==> src/rtl/gpio_pkg.sv <==
// Shared definitions for the GPIO bank controller: register word addresses and
// the TRIS reset pattern.
package gpio_pkg;

  localparam logic [2:0] GPIO_ADDR_DATA_IN  = 3'd0;
  localparam logic [2:0] GPIO_ADDR_DATA_OUT = 3'd1;
  localparam logic [2:0] GPIO_ADDR_TRIS     = 3'd2;
  localparam logic [2:0] GPIO_ADDR_RISE_EN  = 3'd3;
  localparam logic [2:0] GPIO_ADDR_FALL_EN  = 3'd4;
  localparam logic [2:0] GPIO_ADDR_EDGE_CAP = 3'd5;
  localparam logic [2:0] GPIO_ADDR_OUT_SET  = 3'd6;
  localparam logic [2:0] GPIO_ADDR_OUT_CLR  = 3'd7;

  // Every pin comes out of reset as an input (high-Z).
  localparam logic [31:0] GPIO_TRIS_RESET = 32'hFFFF_FFFF;

endpackage

==> src/rtl/gpio_sync_filter.sv <==
// One pin's input conditioning: SYNC_STAGES-deep synchroniser followed, when
// GPIO_DEBOUNCE_EN is defined, by a tick-driven stability counter.
module gpio_sync_filter
  import gpio_pkg::*;
#(
  parameter int SYNC_STAGES = 2
`ifdef GPIO_DEBOUNCE_EN
  , parameter int DEBOUNCE_CNT = 3
`endif
) (
  input  logic clk,
  input  logic reset_n,
`ifdef GPIO_DEBOUNCE_EN
  input  logic i_tick,
`endif
  input  logic i_pad,
  output logic o_level
);

  logic [SYNC_STAGES-1:0] r_sync;
  logic                   w_synced;

  // NOTE: clocked state is always assigned with <= so every flop samples the
  // pre-edge value of its neighbour; a blocking = here would collapse the chain.
  always_ff @(posedge clk or negedge reset_n) begin
    if (!reset_n) begin
      r_sync <= '0;
    end else begin
      r_sync <= {r_sync[SYNC_STAGES-2:0], i_pad};
    end
  end

  assign w_synced = r_sync[SYNC_STAGES-1];

`ifdef GPIO_DEBOUNCE_EN
  localparam int CW = $clog2(DEBOUNCE_CNT + 1);

  logic [CW-1:0] r_cnt;
  logic          r_level;

  // Any tick agreeing with the accepted level restarts the stability run.
  always_ff @(posedge clk or negedge reset_n) begin
    if (!reset_n) begin
      r_cnt   <= '0;
      r_level <= 1'b0;
    end else if (i_tick) begin
      if (w_synced == r_level) begin
        r_cnt <= '0;
      end else if (r_cnt == CW'(DEBOUNCE_CNT - 1)) begin
        r_level <= ~r_level;
        r_cnt   <= '0;
      end else begin
        r_cnt <= r_cnt + 1'b1;
      end
    end
  end

  assign o_level = r_level;
`else
  assign o_level = w_synced;
`endif

endmodule

==> src/rtl/gpio_bank_ctrl.sv <==
// GPIO bank controller: Avalon-MM register file, per-pin tri-state, edge capture
// and level IRQ. Optional input debounce is enabled by defining GPIO_DEBOUNCE_EN.
module gpio_bank_ctrl
  import gpio_pkg::*;
#(
  parameter int WIDTH        = 32,
  parameter int SYNC_STAGES  = 2,
  parameter int DEBOUNCE_DIV = 1000,
  parameter int DEBOUNCE_CNT = 3
) (
  input  logic             clk,
  input  logic             reset_n,
  input  logic [2:0]       address,
  input  logic             read,
  input  logic             write,
  input  logic [31:0]      writedata,
  output logic [31:0]      readdata,
  output logic             irq,
  input  logic [WIDTH-1:0] pad_i,
  output logic [WIDTH-1:0] pad_o,
  output logic [WIDTH-1:0] pad_oe
);

  if (WIDTH < 1 || WIDTH > 32 || SYNC_STAGES < 2 || DEBOUNCE_DIV < 1 || DEBOUNCE_CNT < 1)
  begin : g_bad_params
    $error("gpio_bank_ctrl: illegal parameter value");
  end

  localparam int WARM = SYNC_STAGES + 1;
  localparam int WW   = $clog2(WARM + 1);

  logic [WIDTH-1:0] r_data_out;
  logic [WIDTH-1:0] r_tris;
  logic [WIDTH-1:0] r_rise_en;
  logic [WIDTH-1:0] r_fall_en;
  logic [WIDTH-1:0] r_edge_cap;
  logic [WIDTH-1:0] r_in_d;
  logic [31:0]      r_readdata;
  logic             r_irq;
  logic [WW-1:0]    r_warm;

  logic [WIDTH-1:0] w_in_q;
  logic [WIDTH-1:0] w_wd;
  logic [WIDTH-1:0] w_edge_set;
  logic [WIDTH-1:0] w_edge_clr;
  logic [31:0]      w_rdata;
  logic             w_warm_done;

`ifdef GPIO_DEBOUNCE_EN
  localparam int PW = (DEBOUNCE_DIV > 1) ? $clog2(DEBOUNCE_DIV) : 1;

  logic [PW-1:0] r_presc;
  logic          w_tick;

  assign w_tick = (r_presc == PW'(DEBOUNCE_DIV - 1));

  always_ff @(posedge clk or negedge reset_n) begin
    if (!reset_n) begin
      r_presc <= '0;
    end else begin
      r_presc <= w_tick ? '0 : r_presc + 1'b1;
    end
  end
`endif

  for (genvar i = 0; i < WIDTH; i++) begin : g_pin
    gpio_sync_filter #(
      .SYNC_STAGES (SYNC_STAGES)
`ifdef GPIO_DEBOUNCE_EN
      , .DEBOUNCE_CNT(DEBOUNCE_CNT)
`endif
    ) u_filter (
      .clk     (clk),
      .reset_n (reset_n),
`ifdef GPIO_DEBOUNCE_EN
      .i_tick  (w_tick),
`endif
      .i_pad   (pad_i[i]),
      .o_level (w_in_q[i])
    );
  end

  assign w_wd        = writedata[WIDTH-1:0];
  assign w_warm_done = (r_warm == WW'(WARM));

  // Capture is held off until the synchroniser and in_d hold real pad history.
  assign w_edge_set = w_warm_done
                    ? ((w_in_q & ~r_in_d & r_rise_en) | (~w_in_q & r_in_d & r_fall_en))
                    : '0;
  assign w_edge_clr = (write && address == GPIO_ADDR_EDGE_CAP) ? w_wd : '0;

  // NOTE: every always_comb output gets a default before the case so no path
  // leaves it unassigned, which would otherwise infer a latch.
  always_comb begin
    w_rdata = '0;
    case (address)
      GPIO_ADDR_DATA_IN:  w_rdata = 32'(w_in_q);
      GPIO_ADDR_DATA_OUT: w_rdata = 32'(r_data_out);
      GPIO_ADDR_TRIS:     w_rdata = 32'(r_tris);
      GPIO_ADDR_RISE_EN:  w_rdata = 32'(r_rise_en);
      GPIO_ADDR_FALL_EN:  w_rdata = 32'(r_fall_en);
      GPIO_ADDR_EDGE_CAP: w_rdata = 32'(r_edge_cap);
      default:            w_rdata = '0;
    endcase
  end

  always_ff @(posedge clk or negedge reset_n) begin
    if (!reset_n) begin
      r_data_out <= '0;
      r_tris     <= GPIO_TRIS_RESET[WIDTH-1:0];
      r_rise_en  <= '0;
      r_fall_en  <= '0;
      r_edge_cap <= '0;
      r_in_d     <= '0;
      r_readdata <= '0;
      r_irq      <= 1'b0;
      r_warm     <= '0;
    end else begin
      if (write) begin
        case (address)
          GPIO_ADDR_DATA_OUT: r_data_out <= w_wd;
          GPIO_ADDR_TRIS:     r_tris     <= w_wd;
          GPIO_ADDR_RISE_EN:  r_rise_en  <= w_wd;
          GPIO_ADDR_FALL_EN:  r_fall_en  <= w_wd;
          GPIO_ADDR_OUT_SET:  r_data_out <= r_data_out | w_wd;
          GPIO_ADDR_OUT_CLR:  r_data_out <= r_data_out & ~w_wd;
          default: ;
        endcase
      end
      // A new edge beats a W1C of the same bit in the same cycle.
      r_edge_cap <= (r_edge_cap & ~w_edge_clr) | w_edge_set;
      r_in_d     <= w_in_q;
      r_irq      <= |r_edge_cap;
      if (!w_warm_done) r_warm <= r_warm + 1'b1;
      // Read mux sees pre-write state, so a simultaneous write is not visible yet.
      if (read) r_readdata <= w_rdata;
    end
  end

  assign readdata = r_readdata;
  assign irq      = r_irq;
  assign pad_o    = r_data_out;
  assign pad_oe   = ~r_tris;

endmodule
==> config.mk <==
export PLATFORM = sky130hd
export DESIGN_NAME = gpio_bank_ctrl
export DESIGN_NICKNAME = d
export VERILOG_FILES = /design/src/rtl/gpio_pkg.sv /design/src/rtl/gpio_sync_filter.sv /design/src/rtl/gpio_bank_ctrl.sv
export SDC_FILE = /design/constraint.sdc
export NUM_CORES = 1
export LEC_CHECK = 0
export CORE_MARGIN = 2
export CORE_UTILIZATION = 50
export CTS_BUF_LIST = sky130_fd_sc_hd__clkbuf_8
export DETAILED_ROUTE_END_ITERATION = 16
export GPL_TIMING_DRIVEN = 0
export PLACE_DENSITY = 0.74
export SETUP_SLACK_MARGIN = 0.2
export SYNTH_ARGS = -nofsm -noshare
export SYNTH_HDL_FRONTEND = slang
export SYNTH_SLANG_ARGS = --single-unit
==> constraint.sdc <==
create_clock -name clk -period 4.15 [get_ports clk]
set_clock_uncertainty 0.15 [all_clocks]
set_input_delay 0.6225 -clock clk [delete_from_list [all_inputs] [get_ports clk]]
set_output_delay 0.6225 -clock clk [all_outputs]
set_load 0.02 [all_outputs]
==> out/qor.txt <==
Status: completed
Tcrit/Tclk final: 0.610
Sequential power share: 0.474
Avg WL per Cell: 22.0 µm
Vias/cell: 5.87
CP startpoint kind: input pin
Worst Path Buf+Inv: 3
Min cycle time layout: 2.53 ns
Crit path max fanout: 10
Routed via count: 9787
Max incr delay on CP: 0.71 ns
DP Wirelength: 24.4 mm
Layout Nets: 1371
Met3 GRT Util: 0.0647
Vias in the first global route: 9727
Initial DRC count: 845
Hold Path Class: register to register
Largest net degree at the start of global routing: 128
Root buf cell: clkbuf_8
CTS resizes: 0
Sw Pwr: 2230 µW
Starting Density: 0.505
Hold_ws: 0.185 ns
Sequence of cells on the critical path: clkdlybuf4s50_1 > buf_1 > clkbuf_1 > o21ai_0 > nor2_1
Worst-path clk slew: 0.06 ns
Met1 Track Usage GR: 0.388
Synth unique cells: 44
DIE HEIGHT: 163 µm
Post-synth EDFFs: 0
Hold path cells: 0
Beginning of the worst hold path: g_pin[25].u_filter.r_sync[0]
Area Overhead vs Synth: 25.0%
Tot Pwr: 7670 µW
Syn Inst Count: 1080
GRT busiest layer: met2
CTS tree: done
H-tree depth: 2
Gate power share: 0.185
CTS Sinks: 291
Sequential fraction of the synthesis area: 0.581
Synth Flop Type: dfrtp_1
CP max stage cell: clkbuf_1
Worst endpoint required time: 4.50 ns
First-pass GRT wire length: 56.2 mm
CORE AREA: 25000 µm²
Syn nets: 1152
Final ANT Viol Nets: 0
I/O pin count: 168
Max Transition Viols Final: 0
DRT Pass-1 Iters: 5
R2R setup slack: 2.18 ns
RD Place Congestion: 0.916
Clk pwr share: 0.341
GRT Overall Usage: 0.281
DRC errors left: 0
Leakage: 0.00669 µW
Clock buffer depth: 3
Antenna Cells: 0
CP arrival: 2.89 ns
Clock Latency Late Sink: 0.59 ns
I/O Buffers: 165
Std-Cell Rows: 58
Syn. warnings: 0
Met2 Use GR: 0.427
Average cell area after synthesis: 11.7 µm²
Max Freq: 395 MHz
Share of layout cells above drive strength 1: 0.173
Net Sw Frac: 0.290
Min-Delay Endpoint: g_pin[25].u_filter.r_sync[1]
CP delay by family, top: buffers and inverters
Async SR Flop Fraction: 1.00
DRT Wirelength: 36.7 mm
VDD IR max: 0.328 mV
Reg2reg path depth: 4
Crit. End Element: register
CP Class: input pin to register
CTS buffer count: 49
Reg2reg end: r_edge_cap[5]
Die ar.: 26500 µm²
Die X: 163 µm
Int Power: 5440 µW
FF+latch count, synth: 291
Worst R2R Start: r_warm[0]
Final hold vios: 0
Post-Syn Area: 12600 µm²
Cell Pwr Density: 487 nW/µm²
Antenna violations before repair: 0
Worst Tran Pin Value: 0.944 ns
Relative slew slack: 0.371
Fillers: 1985
# setup viols final: 0
GR Overflow Total: 0
Post-CTS Setup Bufs: 0
RSZ-0062 raised after global routing: false
Max-cap viol count: 0
==> layer usage <==
metal | share of wire | up-vias | wire, µm
li1 | - | 4313 | -
met2 | 0.46 | 492 | 17000
met1 | 0.41 | 4877 | 15000
met3 | 0.086 | 105 | 3170
met5 | 0 | - | 0
met4 | 0.041 | 0 | 1520
==> layout by cell type, fill, tap and decap left out, types with 40 or more instances in the layout <==
cell type and count:
nor2_1 59, mux2_1 40, clkbuf_8 61, mux2_2 72, o21ai_0 103, nand2_1 120
dfrtp_1 259, a21oi_1 52, clkdlybuf4s50_1 164, inv_1 50
==> synthesized netlist by cell type, types with 32 or more instances <==
| cell | count | area (µm²) |
|---|---|---|
| inv_1 | 33 | 124 |
| mux2_1 | 40 | 450 |
| nand2_1 | 120 | 450 |
| mux2_2 | 72 | 811 |
| dfstp_2 | 32 | 841 |
| a22o_1 | 33 | 289 |
| a21oi_1 | 52 | 260 |
| nor2_1 | 59 | 221 |
| nand3b_1 | 33 | 248 |
| a211oi_1 | 32 | 240 |
| o21ai_0 | 103 | 515 |
| dfrtp_1 | 259 | 6480 |
| mux2i_1 | 38 | 380 |
==> power by group through the flow <==
stage / registers, µW / logic, µW / clock network [µW]
2_1_floorplan: 3640 / 706 / 0
3_3_place_gp: 3660 / 1380 / 0
3_5_place_dp: 3670 / 1420 / 0
4_1_cts: 3620 / 1430 / 2660
5_1_grt: 3670 / 1540 / 2810
6_report: 3630 / 1420 / 2620
==> sequential cells by signal, summed over array words and instances (netlist names) <==
name / cells
irq: 1
r_warm: 2
r_fall_en: 32
r_tris: 32
r_in_d: 32
pad_o: 32
readdata: 32
r_edge_cap: 32
g_pin.u_filter.r_sync: 64
r_rise_en: 32
==> logic make-up after synthesis <==
group           Yosys count  synth area share
xor+xnor                  1          0.000695
buf+inv                 102            0.0452
simple gates            252            0.0942
flops                   291             0.581
compound gates          279             0.143
mux                     154             0.135
fa+ha+maj                 1          0.000993
==> worst max path at each step <==
stage / start / endpoint / slack [ns] / depth (start not counted)
finish: read / readdata[5] / 1.62 / 5
global route: read / readdata[5] / 1.57 / 5
CTS: r_tris[30] / pad_oe[30] / 1.62 / 2
detailed placement: read / readdata[5] / 1.09 / 5
global placement: reset_n / g_pin[13].u_filter.r_sync[0] / -10.08 / 1
floorplan: address[2] / r_fall_en[10] / 2.05 / 7
==> stage by stage <==
step | utilization | std cells | instance area [µm²] | TNS, ns | setup WS, ns
floorplan | - | 1080 | 12600 | 0 | 2.05
global placement | 0.587 | 1575 | 14700 | -2803.43 | -10.08
detailed placement | 0.590 | 1577 | 14700 | 0 | 1.09
CTS | 0.631 | 1668 | 15800 | 0 | 1.62
global route | 0.631 | 1668 | 15800 | 0 | 1.57
finish | 0.631 | 1668 | 15800 | 0 | 1.62
==> final cells by class <==
class | instances | area, µm² | share of cell area
sequential | 291 | 7320 | 0.465
multi-input combinational | 687 | 4710 | 0.299
timing repair buffer | 168 | 1720 | 0.109
clock buffer | 61 | 840 | 0.0533
buffer | 68 | 442 | 0.0280
tap | 330 | 413 | 0.0262
clock inverter | 29 | 178 | 0.0113
inverter | 34 | 128 | 0.00810
==> timing repair <==
item / 4_1_cts / 5_1_grt
setup endpoints to repair: 0 / 0
hold buffers: 1 / 0
hold endpoints to repair: 33 / 0
No activity file was read; power rests on OpenSTA's default activity.
